## src/rtl/tx_pcs_pkg.sv

```systemverilog
// tx_pcs_pkg: symbol constants, scheduler state encoding and sizing helper shared by the TX PCS.
package tx_pcs_pkg;
    localparam logic [7:0] K28_5_COM    = 8'hBC;
    localparam logic [7:0] K28_0_SKP    = 8'h1C;
    localparam logic [7:0] LOGICAL_IDLE = 8'h00;

    typedef enum logic [1:0] {IDLE, ALIGN, DATA, SKP} tx_sched_state_t;

    function automatic int max3(input int a, input int b, input int c);
        return a > b ? (a > c ? a : c) : (b > c ? b : c);
    endfunction
endpackage

```

## src/rtl/pcs_sym_counter.sv

```systemverilog
// pcs_sym_counter: up-counter with synchronous clear and a terminal-count flag against a runtime terminal value.
module pcs_sym_counter #(
    parameter int W = 4
) (
    input  logic         clk,
    input  logic         rst,
    input  logic         clr,
    input  logic [W-1:0] term,
    output logic [W-1:0] cnt,
    output logic         tc
);
    logic [W-1:0] cnt_d, cnt_q;

    always_comb cnt_d = clr ? '0 : cnt_q + 1'b1;

    always_ff @(posedge clk or posedge rst) begin
        if (rst) cnt_q <= '0;
        else     cnt_q <= cnt_d;
    end

    assign cnt = cnt_q;
    assign tc  = cnt_q == term;
endmodule

```

## src/rtl/tx_pcs_scheduler.sv

```systemverilog
// tx_pcs_scheduler: feeds the 8b/10b encoder with a COM alignment burst, then MAC symbols
// under valid/ready, with periodic SKP ordered sets and logical idle fill.
module tx_pcs_scheduler
    import tx_pcs_pkg::*;
#(
    parameter int SKP_INTERVAL = 1180,
    parameter int SKP_COUNT    = 3,
    parameter int ALIGN_LEN    = 16
) (
    input  logic       Bit_Rate_10,
    input  logic       Rst,
    input  logic       tx_en,
    input  logic [7:0] mac_data,
    input  logic       mac_datak,
    input  logic       mac_valid,
    output logic       mac_ready,
    output logic [7:0] data,
    output logic       TXDataK,
    output logic       enable,
    output logic       align_done
);
    localparam int CW = $clog2(max3(SKP_INTERVAL, ALIGN_LEN, SKP_COUNT + 1));
    localparam logic [CW-1:0] ALIGN_T = CW'(ALIGN_LEN - 1);
    localparam logic [CW-1:0] SKP_T   = CW'(SKP_COUNT);
    localparam logic [CW-1:0] SYM_T   = CW'(SKP_INTERVAL - 1);

    tx_sched_state_t state_q, state_d;
    logic [7:0]      data_q, data_d;
    logic            txdatak_q, txdatak_d, enable_q, enable_d, align_done_q, align_done_d;
    logic [CW-1:0]   pos_cnt, sym_cnt_unused;
    logic            pos_tc, sym_tc, skp_due, accept;

    assign skp_due   = state_q == DATA && sym_tc;
    assign mac_ready = tx_en && state_q == DATA && !skp_due;
    assign accept    = mac_valid && mac_ready;

    // One position counter serves both the COM burst and the ordered set; it restarts on every state change.
    pcs_sym_counter #(.W(CW)) u_pos_cnt (
        .clk  (Bit_Rate_10),
        .rst  (Rst),
        .clr  (state_d != state_q || (state_q != ALIGN && state_q != SKP)),
        .term (state_q == ALIGN ? ALIGN_T : SKP_T),
        .cnt  (pos_cnt),
        .tc   (pos_tc)
    );

    pcs_sym_counter #(.W(CW)) u_sym_cnt (
        .clk  (Bit_Rate_10),
        .rst  (Rst),
        .clr  (state_q != DATA || state_d != DATA),
        .term (SYM_T),
        .cnt  (sym_cnt_unused),
        .tc   (sym_tc)
    );

    always_comb begin
        state_d      = state_q;
        data_d       = LOGICAL_IDLE;
        txdatak_d    = 1'b0;
        enable_d     = tx_en && state_q != IDLE;
        align_done_d = tx_en && (state_q == DATA || state_q == SKP);
        if (!tx_en) state_d = IDLE;
        else begin
            case (state_q)
                IDLE:  state_d = ALIGN;
                ALIGN: begin
                    data_d    = K28_5_COM;
                    txdatak_d = 1'b1;
                    state_d   = pos_tc ? DATA : ALIGN;
                end
                DATA: begin
                    data_d    = accept ? mac_data : LOGICAL_IDLE;
                    txdatak_d = accept && mac_datak;
                    state_d   = skp_due ? SKP : DATA;
                end
                SKP: begin
                    data_d    = pos_cnt == '0 ? K28_5_COM : K28_0_SKP;
                    txdatak_d = 1'b1;
                    state_d   = pos_tc ? DATA : SKP;
                end
                default: state_d = IDLE;
            endcase
        end
    end

    always_ff @(posedge Bit_Rate_10 or posedge Rst) begin
        if (Rst) begin
            state_q      <= IDLE;
            data_q       <= LOGICAL_IDLE;
            txdatak_q    <= 1'b0;
            enable_q     <= 1'b0;
            align_done_q <= 1'b0;
        end else begin
            state_q      <= state_d;
            data_q       <= data_d;
            txdatak_q    <= txdatak_d;
            enable_q     <= enable_d;
            align_done_q <= align_done_d;
        end
    end

    assign data       = data_q;
    assign TXDataK    = txdatak_q;
    assign enable     = enable_q;
    assign align_done = align_done_q;
endmodule
```

## config.mk

```make
export PLATFORM = sky130hd
export DESIGN_NAME = tx_pcs_scheduler
export DESIGN_NICKNAME = d
export VERILOG_FILES = /design/src/rtl/tx_pcs_pkg.sv /design/src/rtl/pcs_sym_counter.sv /design/src/rtl/tx_pcs_scheduler.sv
export SDC_FILE = /design/constraint.sdc
export NUM_CORES = 1
export LEC_CHECK = 0
export BUFFER_PORTS_ARGS = -buffer_cell sky130_fd_sc_hd__buf_2
export CAP_MARGIN = 20
export CORE_MARGIN = 2
export CORE_UTILIZATION = 45
export DETAILED_ROUTE_END_ITERATION = 12
export GPL_ROUTABILITY_DRIVEN = 0
export PLACE_DENSITY = 0.67
export REMOVE_ABC_BUFFERS = 1
export SLEW_MARGIN = 15
export SYNTH_ARGS = -nofsm -noshare
export SYNTH_HDL_FRONTEND = slang
export SYNTH_HIERARCHICAL = 1
export SYNTH_SLANG_ARGS = --single-unit
export TNS_END_PERCENT = 30
```

## constraint.sdc

```tcl
create_clock -name Bit_Rate_10 -period 2.7 [get_ports Bit_Rate_10]
set_input_delay 0 -clock Bit_Rate_10 [delete_from_list [all_inputs] [get_ports Bit_Rate_10]]
set_output_delay 0 -clock Bit_Rate_10 [all_outputs]
set_load 0.005 [all_outputs]
```

Word-level counts from Yosys, hierarchy flattened. Index checks and enable logic that the tools add are counted.

Word-level logic and storage cells: 49. Output and inout bits: 12. Register bits after elaboration: 35. Input port bits: 13.

Reduce and logical (&&, ||, !) cells: 16. Equality and inequality tests: 10. Add/subtract/negate cells: 2. Mux-type cells: 14.

Operators with widths (number): two-way mux 8 bit (3); one-hot mux 8 bit (3 select lines) (1); adder 11 x 1 -> 11 bit (second input constant) (2); two-way mux 11 bit (2); == test 11 bit (second input constant) (1); == test 11 x 4 -> 1 bit (1); zero test 11 bit (1); logical AND 1 bit (8); one-hot mux 2 bit (4 select lines) (1); inequality test 2 bit (second input constant) (3); == test 2 bit (second input constant) (2); two-way mux 2 bit (2); two-way mux 4 bit (1); logical OR 1 bit (3); two-way mux 1 bit (3); == test 2 x 1 -> 1 bit (second input constant) (1); zero test 2 bit (1); inequality test 2 x 1 -> 1 bit (second input constant) (1); inequality test 2 bit (1); one-hot mux 1 bit (2 select lines) (1); nonzero test 2 bit (1); OR reduction 2 bit (1); zero test 1 bit (1).

Logic depth before layout (Yosys ltp).
Depth after elaboration: 9. Mapped depth: 9. Mapped depth without buffers: 7.

Modules after synthesis. The synthesis kept the hierarchy.

By module, submodules not included: pcs_sym_counter (area each 640.6 um^2, cells each 65, times used 2); tx_pcs_scheduler (area each 554.3 um^2, cells each 48, times used 1).

Worst setup path after synthesis. No wires, ideal clock.

Path kind: register -> register. From: reg state_q[0]. To: reg u_pos_cnt.cnt_q[7], in the netlist u_pos_cnt/cnt[7]. Buffers on the path: 2. Required time: 2.570 ns. Period minus slack after synthesis: 1.668 ns. Stages on the path, launching flop included: 9. Path slack: 1.032 ns. Arrival: 1.539 ns. Cells stage by stage: dfrtp_1 -> buf_4 -> and2b_1 -> xnor2_1 -> nand4_1 -> nor3_1 -> nand3b_1 -> buf_4 -> a21oi_1.

Longest elaborated chain between the ends: 9. Elaborated cells between the ends (all ways): 18. Classes of those cells: eq/ne (7); mux (7); reduce/logical (4).

RTL lines: from (decl) (RTL line tx_pcs_scheduler.sv:27) `tx_sched_state_t state_q, state_d;`; from (signal assigned) (RTL line tx_pcs_scheduler.sv:94) `state_q <= state_d;`; == test 2 x 1 -> 1 bit (*) (RTL line tx_pcs_scheduler.sv:42) `.term (state_q == ALIGN ? ALIGN_T : SKP_T),`; two-way mux 4 bit (*) (RTL line tx_pcs_scheduler.sv:42); == test 11 x 4 -> 1 bit (*) (RTL line pcs_sym_counter.sv:22) `assign tc = cnt_q == term;`; via pos_tc (RTL line tx_pcs_scheduler.sv:31) `logic pos_tc, sym_tc, skp_due, accept;`; two-way mux 1 bit or two-way mux 2 bit (tied branches) (RTL line tx_pcs_scheduler.sv:79, tx_pcs_scheduler.sv:69); one-hot mux 2 bit (4 select lines) (*) (RTL line tx_pcs_scheduler.sv:64) `case (state_q)`; two-way mux 2 bit (*) (RTL line tx_pcs_scheduler.sv:62) `if (!tx_en) state_d = IDLE;`; inequality test 2 bit (*) (RTL line tx_pcs_scheduler.sv:41) `.clr (state_d != state_q || (state_q != ALIGN && state_q != SKP)),`; logical OR 1 bit (*) (RTL line tx_pcs_scheduler.sv:41); two-way mux 11 bit (*) (RTL line pcs_sym_counter.sv:14) `always_comb cnt_d = clr ? '0 : cnt_q + 1'b1;`; via u_pos_cnt.cnt_d[7] (RTL line pcs_sym_counter.sv:12) `logic [W-1:0] cnt_d, cnt_q;`; to (signal assigned) (RTL line pcs_sym_counter.sv:18) `else cnt_q <= cnt_d;`; to (decl) (RTL line pcs_sym_counter.sv:12).

The timed path passes the listed nets; every way through them passes the cells marked *.

Worst setup path in the final report.
From: reg state_q[0]. To: reg u_pos_cnt.cnt_q[4], in the netlist u_pos_cnt/cnt[4].

The elaborated chain is that of the path after synthesis.

==> impl_metrics.json <==
{
  "ant_nets": 0,
  "rows": 23,
  "arrival_ns": 2.21,
  "grt_max_degree": 14,
  "stdcell_count": 279,
  "grt_pass1_wl_um": 6100,
  "cts_tree": "done",
  "p_leak_nw": 0.940,
  "synthXorXnorAreaFrac_pct": 13.4,
  "relSlewSlack_pct": 65.6,
  "reg2reg_slack_ns": 0.64,
  "synthCells": 178,
  "pin_count": 25,
  "dpl.cell_count": 263,
  "drc": 0,
  "yosys.area_share.simple_pct": 22.3,
  "path_buf_inv": 0,
  "htree_levels": 2,
  "clk_pin_slew_ns": 0.07,
  "slew_viol_final": 0,
  "hpwl_um": 2480,
  "status": "complete, no violations",
  "post-cts-setup-buffers": 0,
  "drtPass1Iterations": 4,
  "cts_buffers": 5,
  "required_ns": 2.85,
  "cpPeakStageDelay_ns": 0.58,
  "muxShareOfSynthArea_pct": 0,
  "antennaDiodeCount": 0,
  "antenna_found_initial": 0,
  "power.density_nw_per_um2": 494,
  "endpoint_kind": "flop",
  "start_util_pct": 46.2,
  "fp.coreArea_um2": 3970,
  "via_count": 1406,
  "drt-total-wl_um": 3650,
  "multi_input_area_um2": 952,
  "detail_route.wl_per_cell_um": 13.1,
  "maxCapViolations": 0,
  "tightest_slew_ns": 0.516,
  "ys_seq_elements": 35,
  "portBuffers": 24,
  "drive_above_1_share_pct": 16.6,
  "period_share_pct": 76.2,
  "synth_seq_area_share_pct": 47.7,
  "final-seq-area_um2": 876,
  "crit_family": "simple AND/OR/NAND/NOR gates",
  "grt_pass1_vias": 1291,
  "fp.dieH_um": 67.9,
  "cp_slowest_cell": "dfrtp_1",
  "fmax_ghz": 0.486,
  "crit_fanout": 11,
  "yosys_warnings": 6,
  "fin_worst_skew_ns": 0.00617,
  "synth_top_family_by_area": "simple AND/OR/NAND/NOR gates",
  "numClockSinks": 35,
  "grt_overflow": 0,
  "setup_tns_ns": 0,
  "avgSynthCellArea_um2": 10.3,
  "ys_types": 30,
  "root_buffer": "clkbuf_8",
  "worst_setup_path_start_kind": "flop",
  "globalRouteTotalUtil_pct": 18.1,
  "synth_area_um2": 1840,
  "synth_compound_area_share_pct": 10.8,
  "clock_latency_ns": 0.29,
  "path_class": "flop to flop",
  "fin_crit_ns": 2.06,
  "vias_per_cell": 5.04,
  "setup_viol_count_final": 0,
  "drtIter0Drc": 184,
  "grt_setup_unrepaired": "false",
  "hold_ws_ns": 0.0252,
  "fillerInstances": 376,
  "area_delta_synth_final_pct": 21.7,
  "worstPathCellList": "and2b_1, xnor2_1, nand4_1, nor3_1, nand3b_1, nor2_1",
  "clockBufferDepth": 2,
  "die-width_um": 67.9,
  "layout.nets": 243,
  "hold_class": "primary input to flop",
  "synthAdderAreaFrac_pct": 1.36,
  "die_area_um2": 4610,
  "finalHoldViolCount": 0,
  "ir_drop_mv": 0.275
}
==> timing repair <==
action	in CTS	in global routing
resized for setup	0	0
hold buffers	8	0
setup endpoints to repair	0	0
endpoints found under the hold margin	42	0
==> synth_stat cells (all sizes together) <==
library cell  number  area share (%)
and2               5             1.7
or4                8             3.3
nor2b              3             1.0
clkbuf             1            0.20
nand3b             1            0.41
a31oi              2            0.68
dfrtp             35              48
inv                7             1.4
nor3b              1             1.0
o31ai              8             3.3
o21ai              5             1.4
a21oi             13             3.5
conb               2            0.41
a22o               4             1.9
xnor2             24              11
nor4               2            0.68
or3                4             1.5
nor2               9             1.8
and2b              1            0.41
nand4              8             2.7
xor2               4             1.9
ha                 2             1.4
and3               1            0.34
buf                6             2.5
nand3             11             4.4
nor3               2            0.55
nand2              8             1.6
nor4b              1            0.82
==> metrics by stage <==
| step | util, % | instance area [um2] | worst slack [ns] | total power [W] |
|---|---|---|---|---|
| 2_1_floorplan | - | 1850 | 1.04 | 0.000590 |
| 3_3_place_gp | 51.3 | 2040 | 0.679 | 0.000614 |
| 3_5_place_dp | 51.3 | 2040 | 0.668 | 0.000616 |
| 4_1_cts | 56.3 | 2230 | 0.652 | 0.00111 |
| 5_1_grt | 56.3 | 2230 | 0.500 | 0.00115 |
| 6_report | 56.3 | 2230 | 0.642 | 0.00110 |
==> sequential cells by signal, summed over array words and instances (netlist names) <==
signal / flops
data: 8
u_sym_cnt/cnt: 11
TXDataK: 1
state_q: 2
enable: 1
u_pos_cnt/cnt: 11
align_done: 1
==> worst register-to-register path, delay by kind of cell, from the launching register on <==
kind	cells	cell delay, ns
xor gates and xnor gates	1	0.12
DFF	1	0.58
and+or+nand+nor	5	1.22
==> cells in the final DEF, fill, tap and decap left out, types with 2 or more instances in the layout <==
master,instances
inv_1,7
conb_1,20
a31oi_1,2
nor4_1,2
buf_2,24
nand3_4,2
xnor2_1,24
o31ai_1,8
a21oi_1,13
nor3_1,2
nor2b_1,3
or3_1,2
or3_2,2
o21ai_0,5
dfrtp_1,35
and2_1,5
nand3_1,9
xor2_1,4
dlygate4sd3_1,8
nor2_1,9
or4_1,8
nand2_1,8
clkbuf_8,6
ha_1,2
a22o_1,4
nand4_1,8
==> logic make-up after synthesis <==
group	after synthesis
AND/OR/NAND/NOR	65
flip-flops	35
AO/OA/AOI/OAI	32
XOR/XNOR	28
buffers and inverters	14
adder cells (fa/ha/maj)	2
other	2
==> metal layers <==
metal	vias up	global-route usage, %	share of wire, %
met4	0	9.00	2.4
met2	22	26.5	49
met1	662	25.1	46
met3	11	4.11	3.0
met5	-	0	0
li1	711	-	-
==> layout make-up <==
class | instances | area share [%]
inverters | 7 | 1.18
clock inverters | 2 | 1.57
clock buffers | 6 | 3.70
flip-flops and latches | 35 | 39.2
well taps | 50 | 2.80
multi-input cells | 147 | 42.6
repair buffers | 32 | 8.96
==> worst paths after layout <==
check | startpoint | endpoint | depth (start not counted)
min | tx_en | state_q[0]$_DFF_PP0_ | 3
min reg2reg | u_sym_cnt/cnt[0]$_DFF_PP0_ | u_sym_cnt/cnt[0]$_DFF_PP0_ | 1
max in group asynchronous | Rst | data[5]$_DFF_PP0_ | 3
min in group asynchronous | Rst | u_pos_cnt/cnt[0]$_DFF_PP0_ | 3
max | state_q[0]$_DFF_PP0_ | u_pos_cnt/cnt[4]$_DFF_PP0_ | 6
max reg2reg | state_q[0]$_DFF_PP0_ | u_pos_cnt/cnt[4]$_DFF_PP0_ | 6
==> report_power, final <==
group	switching [W]	leakage, nW	internal [W]
Sequential	0.00000642	0.478	0.000531
Combinational	0.0000397	0.401	0.0000376
Clock	0.000190	0.0612	0.000299
Total	0.000236	0.940	0.000868
No activity file was read; power rests on OpenSTA's default activity.
